File: config.mk
export PLATFORM = sky130hd
export DESIGN_NAME = regfile_scoreboard
export DESIGN_NICKNAME = d
export VERILOG_FILES = /design/src/rtl/regfile_pkg.sv /design/src/rtl/regfile_scoreboard_busy.sv /design/src/rtl/regfile_scoreboard.sv
export SDC_FILE = /design/constraint.sdc
export NUM_CORES = 2
export LEC_CHECK = 0
export CAP_MARGIN = 10
export CORE_MARGIN = 2
export CORE_UTILIZATION = 56
export DETAILED_ROUTE_END_ITERATION = 6
export PLACE_DENSITY_LB_ADDON = 0.15
export SLEW_MARGIN = 0
export SYNTH_ARGS = -nofsm -noshare
export SYNTH_HDL_FRONTEND = slang
export SYNTH_SLANG_ARGS = --single-unit
File: constraint.sdc
create_clock -name clk -period 3.1 [get_ports clk]
set_input_delay 0.62 -clock clk [delete_from_list [all_inputs] [get_ports clk]]
set_output_delay 0.62 -clock clk [all_outputs]
set_load 0.05 [all_outputs]
File: src/rtl/regfile_pkg.sv
// ---------------------------------------------------------------------------
// regfile_pkg
// Shared types and defaults for the integer register file with scoreboard.
//   rf_state_e : clear-sequencer states (CLEAR while zeroing, RUN afterwards)
//   *_DEF      : default data width, register count and read-port count
//   calc_aw()  : address width needed to index n registers
// ---------------------------------------------------------------------------
package regfile_pkg;

    typedef enum logic [0:0] {
        CLEAR = 1'b0,
        RUN   = 1'b1
    } rf_state_e;

    localparam int XLEN_DEF = 32;
    localparam int NREG_DEF = 32;
    localparam int NRP_DEF  = 2;

    // Counts the powers of two below n, which is ceil(log2(n)).
    function automatic int calc_aw(input int n);
        int w;
        w = 0;
        for (int i = 0; i < 31; i++) begin
            w = w + int'((32'd1 << i) < n);
        end
        return w;
    endfunction

endpackage

File: src/rtl/regfile_scoreboard_busy.sv
// ---------------------------------------------------------------------------
// regfile_scoreboard_busy
// Per-register busy bits marking registers with an outstanding long-latency
// writeback. Update priority: flush > set > clear-on-write. Bit 0 is never
// busy.
// Ports:
//   clk, rst       clock / asynchronous active-low reset
//   en             updates allowed (low while the array is being cleared)
//   flush          clear every busy bit
//   bset/bset_addr mark one register busy
//   wren/waddr     writeback retires the busy bit of waddr
//   raddr          flat per-port read addresses
//   busy_cur       registered busy bit per port
//   busy_nxt       busy bit per port after this cycle's update (for bypass)
// ---------------------------------------------------------------------------
module regfile_scoreboard_busy
    import regfile_pkg::*;
#(
    parameter int NREG = NREG_DEF,
    parameter int NRP  = NRP_DEF,
    localparam int AW  = calc_aw(NREG)
) (
    input  logic              clk,
    input  logic              rst,
    input  logic              en,
    input  logic              flush,
    input  logic              bset,
    input  logic [AW-1:0]     bset_addr,
    input  logic              wren,
    input  logic [AW-1:0]     waddr,
    input  logic [NRP*AW-1:0] raddr,
    output logic [NRP-1:0]    busy_cur,
    output logic [NRP-1:0]    busy_nxt
);

    logic [NREG-1:0] busy_r;
    logic [NREG-1:0] busy_nxt_s;

    // Next busy vector: a new producer (set) supersedes a same-cycle writeback.
    always_comb begin
        busy_nxt_s = busy_r;
        for (int j = 0; j < NREG; j++) begin
            if (!en) begin
                busy_nxt_s[j] = busy_r[j];
            end else if (flush) begin
                busy_nxt_s[j] = 1'b0;
            end else if (bset && (bset_addr == AW'(j))) begin
                busy_nxt_s[j] = 1'b1;
            end else if (wren && (waddr == AW'(j))) begin
                busy_nxt_s[j] = 1'b0;
            end else begin
                busy_nxt_s[j] = busy_r[j];
            end
        end
        busy_nxt_s[0] = 1'b0;
    end

    // Busy vector storage.
    always_ff @(posedge clk or negedge rst) begin
        if (!rst) begin
            busy_r <= '0;
        end else begin
            busy_r <= busy_nxt_s;
        end
    end

    // Per-port lookup of current and post-update busy bits.
    always_comb begin
        busy_cur = '0;
        busy_nxt = '0;
        for (int i = 0; i < NRP; i++) begin
            busy_cur[i] = busy_r[raddr[i*AW +: AW]];
            busy_nxt[i] = busy_nxt_s[raddr[i*AW +: AW]];
        end
    end

endmodule

File: src/rtl/regfile_scoreboard.sv
// ---------------------------------------------------------------------------
// regfile_scoreboard
// Parametrised integer register file (x0 hardwired to zero) with optional
// write-to-read bypass and per-register busy bits. After reset a sequencer
// zeroes entries 1..NREG-1, one per cycle, then raises ready.
// Ports:
//   clk, rst           clock / asynchronous active-low reset
//   ready              high once the clear sequence has finished
//   rden, raddr        per-port read enable / address (port i at [i*AW +: AW])
//   rdata, rbusy       per-port read data (port i at [i*XLEN +: XLEN]) / busy
//   wren, waddr, wdata write port
//   bset, bset_addr    mark a register busy
//   flush              clear all busy bits
// ---------------------------------------------------------------------------
module regfile_scoreboard
    import regfile_pkg::*;
#(
    parameter int XLEN   = XLEN_DEF,
    parameter int NREG   = NREG_DEF,
    parameter int NRP    = NRP_DEF,
    parameter int BYPASS = 1,
    localparam int AW    = calc_aw(NREG)
) (
    input  logic                clk,
    input  logic                rst,
    output logic                ready,
    input  logic [NRP-1:0]      rden,
    input  logic [NRP*AW-1:0]   raddr,
    output logic [NRP*XLEN-1:0] rdata,
    output logic [NRP-1:0]      rbusy,
    input  logic                wren,
    input  logic [AW-1:0]       waddr,
    input  logic [XLEN-1:0]     wdata,
    input  logic                bset,
    input  logic [AW-1:0]       bset_addr,
    input  logic                flush
);

    localparam logic [AW-1:0] ADDR_ZERO = AW'(0);
    localparam logic [AW-1:0] CNT_ONE   = AW'(1);
    localparam logic [AW-1:0] CNT_LAST  = AW'(NREG - 1);

    rf_state_e           state_r;
    logic [AW-1:0]       clr_cnt_r;
    logic                ready_r;
    logic [XLEN-1:0]     mem_r [NREG];

    logic                run_s;
    logic                we_s;
    logic [AW-1:0]       wa_s;
    logic [XLEN-1:0]     wd_s;
    logic [NRP-1:0]      busy_cur_s;
    logic [NRP-1:0]      busy_nxt_s;
    logic [NRP*XLEN-1:0] rdata_s;
    logic [NRP-1:0]      rbusy_s;

    assign run_s = (state_r == RUN);
    assign ready = ready_r;
    assign rdata = rdata_s;
    assign rbusy = rbusy_s;

    // Clear sequencer: walks entries 1..NREG-1 then parks in RUN until reset.
    always_ff @(posedge clk or negedge rst) begin
        if (!rst) begin
            state_r   <= CLEAR;
            clr_cnt_r <= CNT_ONE;
            ready_r   <= 1'b0;
        end else begin
            case (state_r)
                CLEAR: begin
                    if (clr_cnt_r == CNT_LAST) begin
                        state_r <= RUN;
                        ready_r <= 1'b1;
                    end else begin
                        clr_cnt_r <= clr_cnt_r + CNT_ONE;
                        ready_r   <= 1'b0;
                    end
                end
                RUN: begin
                    ready_r <= 1'b1;
                end
                default: begin
                    state_r   <= CLEAR;
                    clr_cnt_r <= CNT_ONE;
                    ready_r   <= 1'b0;
                end
            endcase
        end
    end

    // Write-port arbitration: the clear sequencer owns the port during CLEAR.
    always_comb begin
        if (state_r == CLEAR) begin
            we_s = 1'b1;
            wa_s = clr_cnt_r;
            wd_s = '0;
        end else if (wren && (waddr != ADDR_ZERO)) begin
            we_s = 1'b1;
            wa_s = waddr;
            wd_s = wdata;
        end else begin
            we_s = 1'b0;
            wa_s = waddr;
            wd_s = wdata;
        end
    end

    // Storage array; deliberately not reset, the sequencer zeroes it.
    always_ff @(posedge clk) begin
        if (we_s) begin
            mem_r[wa_s] <= wd_s;
        end
    end

    regfile_scoreboard_busy #(
        .NREG (NREG),
        .NRP  (NRP)
    ) u_busy (
        .clk       (clk),
        .rst       (rst),
        .en        (run_s),
        .flush     (flush),
        .bset      (bset),
        .bset_addr (bset_addr),
        .wren      (wren),
        .waddr     (waddr),
        .raddr     (raddr),
        .busy_cur  (busy_cur_s),
        .busy_nxt  (busy_nxt_s)
    );

    // Zero-latency read ports; a bypassed read reports the post-update busy bit.
    always_comb begin
        rdata_s = '0;
        rbusy_s = '0;
        for (int i = 0; i < NRP; i++) begin
            if (run_s && rden[i] && (raddr[i*AW +: AW] != ADDR_ZERO)) begin
                if ((BYPASS != 0) && wren && (waddr == raddr[i*AW +: AW])) begin
                    rdata_s[i*XLEN +: XLEN] = wdata;
                    rbusy_s[i]              = busy_nxt_s[i];
                end else begin
                    rdata_s[i*XLEN +: XLEN] = mem_r[raddr[i*AW +: AW]];
                    rbusy_s[i]              = busy_cur_s[i];
                end
            end else begin
                rdata_s[i*XLEN +: XLEN] = '0;
                rbusy_s[i]              = 1'b0;
            end
        end
    end

endmodule

Yosys cells after proc, flatten, opt, wreduce, memory -nomap -nowiden
Memories as Yosys holds them, arrays and structs flattened.
Cells that the tools add are included.
{ "classes": {"add_sub_neg": 1, "n_mul": 0, "muxes": 149, "reduce_logical": 73, "order_cmp": 2, "bitwise": 2, "n_eq_ne": 65, "n_div": 0, "shift": 0} }
{ "ops": {"columns": ["op", "count"], "rows": [
  ["equality test 5 bit, second input constant", 33],
  ["2-to-1 mux 32 bit", 5],
  ["2-to-1 mux 1 bit", 138],
  ["equality test 5 x 4 -> 1 bit, second input constant", 16],
  ["logical AND 1 bit", 69],
  ["equality test 5 x 3 -> 1 bit, second input constant", 8],
  ["binary-select mux 1 bit (select 5 bit)", 4],
  ["equality test 5 x 2 -> 1 bit, second input constant", 4],
  ["nonzero test 5 bit", 3],
  ["< comparator 5 x 6 -> 1 bit, second input constant", 2],
  ["equality test 5 x 1 -> 1 bit, second input constant", 2],
  ["equality test 5 bit", 2],
  ["adder 5 x 1 -> 5 bit, second input constant", 1],
  ["2-to-1 mux 5 bit", 1],
  ["inverter 1 bit", 2],
  ["case mux 1 bit (2 select lines)", 1],
  ["AND reduction 2 bit", 1]
]} }
{ "word_totals": {"mem_bits_rw": 1024, "word_cells": 297, "reg_bits": 38, "n_memories": 1, "latch_bits": 0, "output_inout_bits": 67, "input_bits": 59, "rom_bits": 0} }
{ "memory_table": {"columns": ["name", "depth", "width", "read_ports", "rd_ports_with_merged_regs", "write_ports", "line", "text"], "rows": [
  ["mem_r", 32, 32, 2, 0, 1, "regfile_scoreboard.sv:46", "logic [XLEN-1:0] mem_r [NREG];"]
]} }

Logic depth before layout (Yosys ltp)
{ "logic_depth": {"depth_word": 10, "mapped_depth": 10, "ltp_nobuf": 8} }

By module
From an unflattened synthesis, not the netlist that was laid out.
{ "hier_totals": {"cells_unflattened": 3038, "hier_area_um2": 51613.3} }
{ "by_module_without_submodules": {"columns": ["module", "seq_area_each_um2", "cells_each", "n_inst", "area_each_um2"], "rows": [
  ["regfile_scoreboard", 30900.9, 2766, 1, 48948.2],
  ["regfile_scoreboard_busy", 775.7, 272, 1, 2665.1]
]} }

Worst setup path before layout
OpenSTA, ideal clock, no wires.
{ "synth_path": {"path_kind": "in2out", "startpoint": "input port raddr[5]", "endpoint": "output port rbusy[1]", "path_slack_ps": -846, "path_buffers": 4, "cell_stages": 9, "required_time_ps": 2480, "arrival_ps": 3326, "cell_sequence": "buf_2 buf_4 buf_2 buf_2 o211ai_1 a21oi_1 a2bb2oi_1 o211ai_1 o31ai_1"} }
{ "synth_between": {"elab_chain_len": 4, "word_cells_on_any_way": 10, "cone_classes": "1 x eq/ne; 6 x mux; 3 x reduce/logical"} }
{ "synth_lines": {"columns": ["element", "line", "text"], "rows": [
  ["from (decl)", "regfile_scoreboard.sv:28", "input logic [NRP*AW-1:0] raddr,"],
  ["binary-select mux 1 bit (select 5 bit) (tied with other cells)", "regfile_scoreboard_busy.sv:72", "busy_cur[i] = busy_r[raddr[i*AW +: AW]];"],
  ["2-to-1 mux 1 bit (implied by the code) (tied with other cells)", "regfile_scoreboard_busy.sv:72", null],
  ["2-to-1 mux 1 bit", "regfile_scoreboard.sv:138", "if ((BYPASS != 0) && wren && (waddr == raddr[i*AW +: AW])) begin"],
  ["2-to-1 mux 1 bit (*)", "regfile_scoreboard.sv:137", "if (run_s && rden[i] && (raddr[i*AW +: AW] != ADDR_ZERO)) begin"],
  ["to (decl)", "regfile_scoreboard.sv:30", "output logic [NRP-1:0] rbusy,"]
]} }
Every way passes the cells marked *; elsewhere a longest branch is shown, timed or not. The select of a mux whose other input is x is not followed.

==> metrics.cfg <==
[finish]
synthToLayoutAreaGrowth_pct = 36.4
stdcell_area_um2 = 71100
drive_gt1_share_pct = 43.1
fin_nets = 4211
fillers = 5099
fin_cells = 5487

[power_and_ir_drop]
p_leak_uw = 0.0253
power_uw = 34500
power.density_nw_per_um2 = 485
vdd_drop_max_v = 0.000508

[placed_design]
post-place-ws_ps = -1190
hpwlAfterDp_mm = 112
portBuffers = 125
dp.cells = 5032
globalplace.congestion = 0.927
place_area_um2 = 60800

[drt]
drt_iter0_drc = 6732
ant_nets = 0
dr.max_layer_used = met4
met2_wirelength_mm = 92.5
wl_mm = 205
met3WireLength_mm = 28.8
viasPerCell = 7.33
wl_per_cell_um = 37.3
drt-met1-wl_mm = 68.6
drc = 0
vias = 40210
dr.pass1.iters = 6

[logic_synthesis]
syn_avg_cell_area_um2 = 15.3
syn_inst = 3403
synth_edf_count = 1024
syn_area_um2 = 52100
yosysWarnings = 0
syn_nets = 3464
ys.flop_type = edfxtp_1
yosysSeqAreaShare_pct = 60.8
ys_async_sr_fraction_pct = 3.49
ys_types = 71
yosys_register_bits = 1061

[global_route]
antenna_found_initial = 3
grt_pass1_wl_mm = 285
grt_max_degree = 38
grt_pass1_vias = 40195
track_usage_pct = 42.4
gr-total-overflow = 0

[run_status]
violations = negative setup slack
status = finished with violations

[timing]
max_freq_mhz = 247
fin_skew_ps = 27.6
finalSetupViolCount = 62
final_hold_viol_count = 0
tightest_slew_ps = 996
drv_slew = 0
rsz0062_at_grt = yes
fin_ws_ps = -948
period_share_pct = 131
period_minus_slack_ps = 4050
relSlewSlack_pct = 33.6

[worst_setup_path]
critPathKind = register to primary output
ff2ff_setup_slack_ps = 90
ff2ff_path_depth = 10
critPathArrivalTime_ps = 3430
required_ps = 2480
cp-end-kind = primary output
worst-path-max-fanout = 5
rr_endpoint = mem_r[20][17]
reg2reg_from = ready
start_kind = register

[floorplan]
num_io_pins = 126
start_util_pct = 56.7
rows = 111
die_w_um = 309
die-area_um2 = 95500
coreArea_um2 = 91900
die_h_um = 309

[clock_tree]
cts_hold_buf = 0
path_clk_slew_ps = 60
cts_buffer_depth = 3
cts_tree = done
cts_sinks = 1061
cts_made_buffers = 110
h-tree-depth = 3
insertion_delay_ps = 730
root_buffer = clkbuf_16

[job]
maxCapViolCount = 0

[hold_path]
min_path_type = primary input to asynchronous set/reset pin

[cell usage after synthesis, drive strengths merged, types with 5 or more instances]
| library cell | number | area share [%] |
|---|---|---|
| nand3 | 22 | 0.21 |
| xnor2 | 5 | 0.084 |
| buf | 113 | 1.1 |
| a21oi | 142 | 1.4 |
| o211ai | 136 | 2.0 |
| or2 | 5 | 0.060 |
| dfrtp | 36 | 1.7 |
| nand4 | 7 | 0.084 |
| clkbuf | 173 | 1.2 |
| and3 | 5 | 0.060 |
| mux2i | 464 | 8.9 |
| o311ai | 19 | 0.32 |
| a31oi | 8 | 0.096 |
| mux2 | 67 | 1.4 |
| nor2b | 7 | 0.084 |
| a32o | 6 | 0.12 |
| xor2 | 8 | 0.13 |
| nand2 | 127 | 0.93 |
| o21ai | 133 | 1.3 |
| nor4bb | 5 | 0.096 |
| inv | 15 | 0.11 |
| edfxtp | 1024 | 59 |
| nor2 | 180 | 1.3 |
| and2 | 33 | 0.40 |
| nand2b | 5 | 0.060 |
| a22oi | 130 | 1.9 |
| or3 | 7 | 0.084 |
| a221oi | 194 | 3.3 |
| mux4 | 270 | 12 |
[worst max-delay path by stage]
stage,from,end,slack (ps),cells past startpoint
after CTS,ready,rbusy[0],-880,11
after global placement,waddr[2],rbusy[1],-1140,10
after global routing,ready,rbusy[0],-960,11
final,ready,rbusy[0],-950,11
after detailed placement,waddr[2],rbusy[1],-1190,10
after floorplan,ready,mem_r[18][0],-230,5
[stage by stage]
| stage | utilization (%) | TNS, ps | hold slack, ps |
|---|---|---|---|
| final | 77.3 | -11040 | 52.8 |
| after floorplan | - | -131040 | 324 |
| after detailed placement | 66.1 | -58220 | 535 |
| after CTS | 75.5 | -9270 | 92.5 |
| after global routing | 77.3 | -13870 | 123 |
| after global placement | 66.1 | -67950 | 495 |
[layer usage]
layer / GRT usage (%) / up-vias
li1: - / 15724
met1: 54.7 / 20121
met2: 64.2 / 3449
met3: 11.9 / 916
met4: 25.4 / 0
met5: 0 / -
[cell type report]
class	count	area (um2)	area share [%]
sequential	1061	31700	44.5
multi-input combinational	2041	22400	31.5
timing repair buffer	921	11900	16.7
clock buffer	126	2810	3.96
tap	1243	1560	2.19
clock inverter	74	738	1.04
inverter	15	57.6	0.0809
antenna	6	15.0	0.0211
[power by group]
group | internal, uW | switching, uW | leakage [uW]
clock | 7510 | 5820 | 0.00173
combinational | 2390 | 3010 | 0.0138
sequential | 15800 | 13.9 | 0.00971
[logic make-up (layout without fill, tap and decap cells)]
logic type      after synthesis  after routing  synth area share (%)
simple gates                428            428                  3.75
other cells                   0              6                     0
mux                         801            801                  22.0
fa+ha+maj                     2              2                0.0480
buf+inv                     301           1136                  2.44
xor+xnor                     13             13                 0.218
flops                      1061           1061                  60.8
compound gates              797            797                  10.8
[worst max-delay path, cell delays in order, from the launching register on]
cell and delay (ps):
dfrtp_2 460, buf_12 140, nand3_4 120, or3_1 380, a32oi_2 260, buf_4 150, inv_1 40, mux2_2 250
o211ai_1 210, o211ai_1 220, o2111a_2 290, buf_12 170
[cell usage in the layout (no fill, tap or decap), types with 34 or more instances in the layout]
cell type and count:
a22oi_1 78, buf_6 114, clkbuf_16 120, buf_4 433, buf_12 201, clkdlybuf4s50_1 40
buf_16 60, mux2i_1 431, o21ai_1 81, nor2_1 142, dfrtp_1 35, o211ai_1 136
mux4_2 270, mux2_2 55, buf_8 53, a22oi_2 52, nand2_1 124, nor2_4 34
a21oi_1 49, a21oi_4 63, edfxtp_1 1024, a221oi_2 143
[timing repair]
action                                  4_1_cts  5_1_grt
pin swaps                                   268      227
gates cloned                                 51       10
gates resized for setup                     638      275
buffers inserted                            146       75
hold endpoints to repair                      0        0
endpoints found under the setup margin       66       66
[sequential cells by signal, indices dropped and copies added, names as in the netlist]
register	flops
ready	1
mem_r	1024
clr_cnt_r	5
u_busy.busy_r	31
No activity file was read; power rests on OpenSTA's default activity.
